===== config.mk =====
export PLATFORM = sky130hd
export DESIGN_NAME = multi_reaction_timer
export DESIGN_NICKNAME = d
export VERILOG_FILES = /design/src/rtl/multi_reaction_timer.sv
export SDC_FILE = /design/constraint.sdc
export NUM_CORES = 1
export LEC_CHECK = 0
export ABC_AREA = 1
export CAP_MARGIN = 10
export CORE_MARGIN = 1
export CORE_UTILIZATION = 42
export DETAILED_ROUTE_END_ITERATION = 16
export PLACE_DENSITY = 0.68
export SYNTH_ARGS = -nofsm -noshare
export SYNTH_HDL_FRONTEND = slang
export SYNTH_SLANG_ARGS = --single-unit

===== constraint.sdc =====
create_clock -name Clk -period 2.7 [get_ports Clk]
set_input_delay 0.675 -clock Clk [delete_from_list [all_inputs] [get_ports Clk]]
set_output_delay 0.675 -clock Clk [all_outputs]
set_load 0.02 [all_outputs]

===== src/rtl/multi_reaction_timer.sv =====
// multi_reaction_timer
// Multi-player reaction timer. From IDLE, a start request begins DELAY,
// which lasts WAIT_MIN_MS plus the current LFSR value in ms. ARMED then
// lights the go-LED and counts milliseconds in BCD. The first eligible
// press ends the round, and RESULT holds the outcome for HOLD_MS before
// the timer returns to IDLE.
//
// Optional feature macro: FALSE_START_DETECT_EN
//   defined   : a press during DELAY marks that player as a false starter.
//               The player cannot win that round.
//   undefined : false_start is tied to 0 and presses in DELAY are ignored.
//
// Ports
//   Clk          rising-edge clock for every register
//   reset        synchronous, active-high reset
//   start        start request (pre-synchronised)
//   press        player buttons; bit i is player i (pre-synchronised)
//   led          go-light, high only in ARMED
//   state_leds   IDLE 000, DELAY 010, ARMED 100, RESULT 110
//   elapsed_bcd  reaction time, 4 BCD digits in ms
//   best_bcd     lowest winning time since reset, BCD
//   winner       one-hot winning player, zero when there is no winner
//   tie          more than one eligible press on the winning cycle
//   false_start  players who pressed during DELAY this round
module multi_reaction_timer #(
    parameter int NPLAYERS    = 2,
    parameter int TICK_DIV    = 50000,
    parameter int LFSR_W      = 12,
    parameter int WAIT_MIN_MS = 1000,
    parameter int HOLD_MS     = 1500
) (
    input  logic                Clk,
    input  logic                reset,
    input  logic                start,
    input  logic [NPLAYERS-1:0] press,
    output logic                led,
    output logic [2:0]          state_leds,
    output logic [15:0]         elapsed_bcd,
    output logic [15:0]         best_bcd,
    output logic [NPLAYERS-1:0] winner,
    output logic                tie,
    output logic [NPLAYERS-1:0] false_start
);

    typedef enum logic [2:0] {
        S_IDLE   = 3'b000,
        S_DELAY  = 3'b010,
        S_ARMED  = 3'b100,
        S_RESULT = 3'b110
    } state_t;

    // Right-shift Galois feedback masks for maximal-length sequences.
    function automatic logic [15:0] taps_for(input int w);
        case (w)
            4:       return 16'h000C;
            5:       return 16'h0014;
            6:       return 16'h0030;
            7:       return 16'h0060;
            8:       return 16'h00B8;
            9:       return 16'h0110;
            10:      return 16'h0240;
            11:      return 16'h0500;
            12:      return 16'h0E08;
            13:      return 16'h1C80;
            14:      return 16'h3802;
            15:      return 16'h6000;
            default: return 16'hB400;
        endcase
    endfunction

    // Saturating 4-digit BCD increment.
    function automatic logic [15:0] bcd_inc(input logic [15:0] v);
        logic [15:0] r;
        logic        carry;
        r     = v;
        carry = 1'b1;
        if (v == 16'h9999) return v;
        for (int d = 0; d < 4; d++) begin
            if (carry) begin
                if (r[d*4 +: 4] == 4'd9) begin
                    r[d*4 +: 4] = 4'd0;
                end else begin
                    r[d*4 +: 4] = r[d*4 +: 4] + 4'd1;
                    carry       = 1'b0;
                end
            end
        end
        return r;
    endfunction

    localparam logic [15:0]       TAPS_ALL  = taps_for(LFSR_W);
    localparam logic [LFSR_W-1:0] LFSR_TAPS = TAPS_ALL[LFSR_W-1:0];
    localparam int PRE_W     = $clog2(TICK_DIV);
    localparam int DELAY_MAX = WAIT_MIN_MS + (1 << LFSR_W) - 1;
    localparam int MS_MAX    = (DELAY_MAX > HOLD_MS) ? DELAY_MAX : HOLD_MS;
    localparam int MS_W      = $clog2(MS_MAX + 1);

    state_t              state_q, state_d;
    logic [LFSR_W-1:0]   lfsr_q;
    logic [PRE_W-1:0]    presc_q;
    logic [MS_W-1:0]     ms_cnt_q, ms_next, delay_ms_q;
    logic                tick, entering, delay_done, hold_done;
    logic                hit, timeout, all_false;
    logic [NPLAYERS-1:0] eligible;
    logic                led_d;
    logic [2:0]          state_leds_d;

    // NOTE: the LFSR is deliberately left out of reset so that each round
    // draws a fresh delay. The zero check recovers the power-up value and
    // seeds the register with 1.
    always_ff @(posedge Clk) begin
        if (lfsr_q == '0)
            lfsr_q <= LFSR_TAPS == '0 ? '0 : {{(LFSR_W-1){1'b0}}, 1'b1};
        else if (lfsr_q[0])
            lfsr_q <= {1'b0, lfsr_q[LFSR_W-1:1]} ^ LFSR_TAPS;
        else
            lfsr_q <= {1'b0, lfsr_q[LFSR_W-1:1]};
    end

    assign tick       = (presc_q == PRE_W'(TICK_DIV - 1));
    assign ms_next    = ms_cnt_q + MS_W'(1);
    assign delay_done = tick && (ms_next == delay_ms_q);
    assign hold_done  = tick && (ms_next == MS_W'(HOLD_MS));
    assign eligible   = press & ~false_start;
    assign hit        = |eligible;
    assign timeout    = (elapsed_bcd == 16'h9999);
    assign entering   = (state_d != state_q);

`ifdef FALSE_START_DETECT_EN
    logic [NPLAYERS-1:0] false_start_q;

    always_ff @(posedge Clk) begin
        if (reset)
            false_start_q <= '0;
        else if (state_q == S_IDLE && start)
            false_start_q <= '0;
        else if (state_q == S_DELAY)
            false_start_q <= false_start_q | press;
    end

    assign false_start = false_start_q;
    assign all_false   = &false_start_q;
`else
    assign false_start = '0;
    assign all_false   = 1'b0;
`endif

    // State register.
    // NOTE: sequential blocks use non-blocking assignments, so every
    // register sees the values that were present before the edge.
    always_ff @(posedge Clk) begin
        if (reset) state_q <= S_IDLE;
        else       state_q <= state_d;
    end

    // Next-state logic.
    // NOTE: state_d gets its default first, so no path through the case
    // leaves it unassigned and no latch is inferred.
    always_comb begin
        state_d = state_q;
        case (state_q)
            S_IDLE:   if (start)                       state_d = S_DELAY;
            S_DELAY:  if (delay_done)                  state_d = S_ARMED;
            S_ARMED:  if (hit || timeout || all_false) state_d = S_RESULT;
            S_RESULT: if (hold_done)                   state_d = S_IDLE;
            default:                                   state_d = S_IDLE;
        endcase
    end

    // Output decode of the upcoming state; the result is registered below.
    always_comb begin
        led_d        = (state_d == S_ARMED);
        state_leds_d = state_d;
    end

    always_ff @(posedge Clk) begin
        if (reset) begin
            led         <= 1'b0;
            state_leds  <= S_IDLE;
            presc_q     <= '0;
            ms_cnt_q    <= '0;
            delay_ms_q  <= '0;
            elapsed_bcd <= 16'h0000;
            best_bcd    <= 16'h9999;
            winner      <= '0;
            tie         <= 1'b0;
        end else begin
            led        <= led_d;
            state_leds <= state_leds_d;

            // The prescaler and ms counter restart on every state change.
            if (entering || tick) presc_q <= '0;
            else                  presc_q <= presc_q + PRE_W'(1);

            if (entering)  ms_cnt_q <= '0;
            else if (tick) ms_cnt_q <= ms_next;

            case (state_q)
                S_IDLE: if (start) begin
                    delay_ms_q  <= MS_W'(WAIT_MIN_MS) + MS_W'(lfsr_q);
                    elapsed_bcd <= 16'h0000;
                    winner      <= '0;
                    tie         <= 1'b0;
                end
                S_ARMED: begin
                    if (hit) begin
                        // A press outranks a tick on the same cycle,
                        // so elapsed_bcd is left as it is.
                        winner <= eligible & (~eligible + NPLAYERS'(1));
                        tie    <= |(eligible & (eligible - NPLAYERS'(1)));
                        if (elapsed_bcd < best_bcd) best_bcd <= elapsed_bcd;
                    end else if (tick && state_d == S_ARMED) begin
                        elapsed_bcd <= bcd_inc(elapsed_bcd);
                    end
                end
                default: ;
            endcase
        end
    end

endmodule


; ---- Word level (Yosys, flattened, before mapping)
; Index checks and enable logic that the tools add are counted.
; Widths: inputs -> output; s select.
[totals]
in_bits = 5
out_inout_bits = 41
word_cells = 119
register_bits = 93
[classes]
n_reduce_logical = 20
add_sub_neg = 9
n_mux = 49
eq_ne = 21
magnitude_cmp = 1
n_bitwise = 5
[ops]
columns = op, n
row1 = $mux 16, 4
row2 = $eq 16x16->1 const B, 2
row3 = $pmux 16 s2, 1
row4 = $mux 4, 7
row5 = $mux 1, 27
row6 = $reduce_and 6->1, 3
row7 = $add 16x1->16 const B, 1
row8 = $add 4x1->4 const B, 4
row9 = $eq 4x4->1 const B, 4
row10 = $lt 16x16->1, 1
row11 = $add 10x12->13 const A, 1
row12 = $add 13x1->13 const B, 1
row13 = $eq 13x11->1 const B, 1
row14 = $eq 13x13->1, 1
row15 = $logic_not 12->1, 1
row16 = $mux 3, 4
row17 = $ne 3x3->1 const B, 4
row18 = $pmux 3 s4, 1
row19 = $mux 11, 1
row20 = $reduce_or 2->1, 5
row21 = $eq 3x3->1 const B, 3
row22 = $ne 2x2->1 const B, 4
row23 = $reduce_and 3->1, 2
row24 = $reduce_and 5->1, 1
row25 = 16 further kinds, 21

; ---- Logic depth before layout (Yosys ltp)
[depth]
word_depth = 33
depth_mapped = 19
mapped_depth_nobuf = 19

; ---- Least setup slack after synthesis
; OpenSTA, ideal clock, no wires.
[synth_path]
path_type = reg2reg
startpoint = register ms_cnt_q[0]
endpoint = register elapsed_bcd[11]
required_time_ns = 2.585
setup_ns = 0.115
arrival_ns = 2.152
path_stages_with_launch = 18
n_path_buf = 1
slack_ns = 0.433
synth_period_minus_slack_ns = 2.267
cell_sequence = dfxtp_1 -> ha_1 -> nand2_2 -> nor2_4 -> nand2_1 -> nand3_1 -> nand2_1 -> nor2_1 -> nand3_1 -> nor2_1 -> nand4_1 -> a21oi_2 -> nand3_2 -> nand2_4 -> buf_6 -> nand3_1 -> nand2_1 -> nor2_1
[synth_via]
elab_chain_cells = 9
word_cells_on_any_way = 12
classes_between = add/sub: 1 / eq/ne: 4 / mux: 3 / reduce/logical: 4
[synth_rtl]
columns = element, line
row1 = "start, declared", 101  ; logic [MS_W-1:0] ms_cnt_q, ms_next, delay_ms_q;
row2 = "start signal, assigned", 196  ; else if (tick) ms_cnt_q <= ms_next;
row3 = $add 13x1->13 (*), 121  ; assign ms_next = ms_cnt_q + MS_W'(1);
row4 = $eq 13x11->1 or $eq 13x13->1 (tied branches), "123, 122"
row5 = $logic_and 1x1->1 (on tied branches), "123, 122"
row6 = $mux 3 (on tied branches), "165, 163"
row7 = $pmux 3 s4 (*), 161  ; case (state_q)
row8 = $eq 3x3->1 (*), 212  ; end else if (tick && state_d == S_ARMED) begin
row9 = $logic_and 1x1->1 (*), 212
row10 = $ne 2x2->1 (no source line) (*), n/a
row11 = $reduce_and 6->1 (no source line) (*), n/a
row12 = "end signal, assigned", 213  ; elapsed_bcd <= bcd_inc(elapsed_bcd);
row13 = "end, declared", 38  ; output logic [15:0] elapsed_bcd,
; Mark *: on every way between the ends. The rest lies on a longest branch, timed or not.
; A chain may end at the register's enable or synchronous reset.

; ---- Final worst setup path
[layout_path]
startpoint = register ms_cnt_q[0]
endpoint = register elapsed_bcd[3]
[layout_via]
elab_chain_cells = 9
word_cells_on_any_way = 12
classes_between = add/sub: 1 / eq/ne: 4 / mux: 3 / reduce/logical: 4
[layout_rtl]
columns = element, line
row1 = $add 13x1->13 (*), 121
row2 = $eq 13x11->1 or $eq 13x13->1 (tied branches), "123, 122"
row3 = $logic_and 1x1->1 (on tied branches), "123, 122"
row4 = $mux 3 (on tied branches), "165, 163"
row5 = $pmux 3 s4 (*), 161
row6 = $eq 3x3->1 (*), 212
row7 = $logic_and 1x1->1 (*), 212
row8 = $ne 2x2->1 (no source line) (*), n/a
row9 = $reduce_and 5->1 (no source line) (*), n/a
; Marks and branches as above.

==> impl_metrics.toml <==
[synth]
syn_area_mm2 = 0.00521
synth_top_cell_by_area = "dfxtp_1"
syn_area_per_cell_um2 = 6.80
synthDistinctLibCells = 40
yosysTopAreaCellShare = 0.357
synth_edf_count = 0
synth_seq_area_share = 0.357
ys_seq_elements = 93
synth.area.top_cells = "dfxtp_1 36%, nand2_1 12%, nor2_1 7.7%, inv_1 6.8%, nand3_1 6.6%"
synth_warnings = 0
ys_async_sr_fraction = 0
synthCells = 766
synthFlopType = "dfxtp_1"

[timing]
finalSetupViolCount = 0
drv_slew = 0
hold_viol = 0
skew_ns = 0.00546
max_freq_ghz = 0.409
fin_setup_tns_ns = 0
period_needed_ns = 2.45
min_period_over_period = 0.906
fin_ws_ns = 0.253

[worst_setup_path]
worst-path-buf-inv = 0
endpoint_kind = "register"
path_delay_family = "simple AND/OR/NAND/NOR gates"
reg2reg_from = "ms_cnt_q[0]"
reg2reg_depth = 16
crit_fanout = 8
startpoint_type = "register"
required_ns = 2.95
slowest_stage = "dfxtp_1"
arrival_ns = 2.69
r2r-end = "elapsed_bcd[3]"
path_cells = "ha_1 > nand2_2 > nor2_4 > nand2_1 > nand2_1 > nand2_1 > nand2_1 > nand2_1 > a21oi_1 > nand4_1 > a21oi_2 > nand3_4 > nand2_2 > nand3_1 > nand2_1 > nor2_1"
cp_num_cells = 16
critical_path_class = "register to register"
worst-r2r-setup-slack_ns = 0.25
cpMostUsedCell = "nand2_1"
slowest_delay_ns = 0.33

[die]
rows = 40
die_w_um = 113
io_pins = 46
die_h_um = 113
initial_core_util = 0.432
dieArea_mm2 = 0.0129
coreArea_mm2 = 0.0121

[routing]
firstDrtPassIters = 4
drtIter0Drc = 294
wire_per_inst_um = 12.0
drc_errors = 0
postRouteAntennaNets = 0
num_vias = 4776
routed_via_density = 4.83
wirelength_mm = 11.8

[placed_design]
dp_cells = 971
numPortBuffers = 43
dpl_cell_area_mm2 = 0.00587
post-place-ws_ns = 0.119
dpl.hpwl_mm = 8.70
gp_congestion = 0.844

[layout]
n_antenna_cell = 0
seq_area_mm2 = 0.00187
area_growth_pct = 19.2
fin_area_mm2 = 0.00621
layout-drive-gt1-share = 0.0805
post-route-util = 0.515
nFillCells = 1210
nNetsFinal = 847
multiInputGateArea_mm2 = 0.00290
final_cells = 988

[cts]
cts_buffers = 9
tritoncts = "done"
clk_pin_slew_ns = 0.07
postCtsHoldBufs = 0
clock-root-buffer = "clkbuf_16"
htree_levels = 3
clkSinkCount = 93
clock_latency_ns = 0.35
clockBufferDepth = 2

[global_routing]
grt_usage = 0.194
grt_busiest_layer = "met2"
antenna_found_initial = 0
grt_pass1_wl_mm = 19.8
grt-ovfl-total = 0
grt_max_degree = 28
grt_pass1_vias = 4228
grtUsageMet3 = 0.0377
grtUsageMet1 = 0.269
use_met2 = 0.296

[min_path]
holdPathEnd = "lfsr_q[6]"
holdPathStages = 0
holdCritStartpoint = "lfsr_q[7]"
hp-class = "register to register"

[power]
p_per_area_mw_per_mm2 = 485
worst_ir_drop_vdd_mv = 0.283
p_leak_uw = 0.00260

[outcome]
status = "complete, no violations"

[run]
cap_violations = 0
logic make-up (layout without fill, tap and decap cells):
group                    after synthesis  after routing  share of synthesized area
AO/OA/AOI/OAI                        111            111                      0.121
adder cells (fa/ha/maj)               27             27                     0.0648
AND/OR/NAND/NOR                      388            389                      0.325
buffers and inverters                125            176                     0.0963
other                                  1              3                   0.000720
XOR/XNOR                              21             21                     0.0353
flip-flops                            93             93                      0.357
power breakdown:
part / leakage [uW] / internal, uW / switching (uW)
clock network: 0.000145 / 728 / 572
registers: 0.000756 / 1400 / 39.7
logic: 0.00170 / 113 / 155
layer usage:
metal | routed length (um) | vias to the layer above
li1 | - | 2570
met1 | 6090 | 2120
met2 | 5010 | 76
met3 | 533 | 10
met4 | 200 | 0
met5 | 0 | -
Yosys cell counts (3+ instances only):
cell      instances
nand2_2           7
o31ai_1           3
nor3_1            8
nor2_2            5
nand3_1          69
a31oi_1           3
buf_4             4
o21ai_0          27
o21ai_1           3
nand3b_1          3
inv_1            94
nor2_1          107
clkbuf_1         19
xor2_1           16
ha_1             27
a21oi_1          54
nand4_1          11
dfxtp_1          93
nor4_1            3
or2_2             4
nand2_1         162
nand3_2           4
o211ai_1         12
xnor2_1           5
layout make-up:
| class | instances | share of cell area |
|---|---|---|
| clock inverter | 6 | 0.0115 |
| multi-input combinational | 551 | 0.466 |
| clock buffer | 10 | 0.0369 |
| inverter | 98 | 0.0592 |
| sequential | 93 | 0.300 |
| timing repair buffer | 62 | 0.0922 |
| tap | 168 | 0.0338 |
cell usage in the layout, fill, tap and decap left out, drive strengths merged, types with 2 or more instances in the layout:
cell	n
o211ai	12
ha	27
nor3b	2
nor3	8
nand2	171
nor2	114
clkdlybuf4s50	43
o21ai	30
a21oi	55
a221oi	2
a31oi	3
nand3	73
nor4	3
xor2	16
o31ai	3
conb	3
nand4	11
clkbuf	10
or2	4
dfxtp	93
inv	98
clkinv	4
buf	19
xnor2	5
nand3b	3
metrics by stage:
step,total power (uW),hold WS [ns]
3_5_place_dp,1740,0.356
3_3_place_gp,1740,0.359
4_1_cts,3040,0.370
6_report,3010,0.369
5_1_grt,3140,0.381
2_1_floorplan,1640,0.408
how the worst max path moves through the flow:
stage           startpoint         endpoint  slack, ns
4_1_cts        ms_cnt_q[3]  elapsed_bcd[10]       0.20
3_3_place_gp      press[0]  elapsed_bcd[10]       0.18
6_report       ms_cnt_q[0]   elapsed_bcd[3]       0.25
2_1_floorplan  ms_cnt_q[0]  elapsed_bcd[11]       0.43
5_1_grt        ms_cnt_q[0]  elapsed_bcd[10]     -0.006
3_5_place_dp      press[0]  elapsed_bcd[10]       0.12
worst register-to-register path: stages (launching register included):
cell     delay, ns
dfxtp_1       0.33
ha_1          0.20
nand2_2       0.13
nor2_4        0.18
nand2_1       0.07
nand2_1       0.08
nand2_1       0.08
nand2_1       0.06
nand2_1       0.08
a21oi_1       0.16
nand4_1       0.17
a21oi_2       0.25
nand3_4       0.17
nand2_2       0.18
nand3_1       0.09
nand2_1       0.08
nor2_1        0.04
sequential cells by signal, summed over array words and instances (netlist names):
signal	flops
best_bcd	16
tie	1
ms_cnt_q	13
presc_q	16
led	1
winner	2
elapsed_bcd	16
delay_ms_q	13
state_leds	3
lfsr_q	12
repair_timing:
item,CTS,global route
buffers inserted,0,0
resized for setup,0,8
hold endpoints to repair,0,0
endpoints found under the setup margin,0,42
Note: power is estimated with default switching activity, not from simulation.
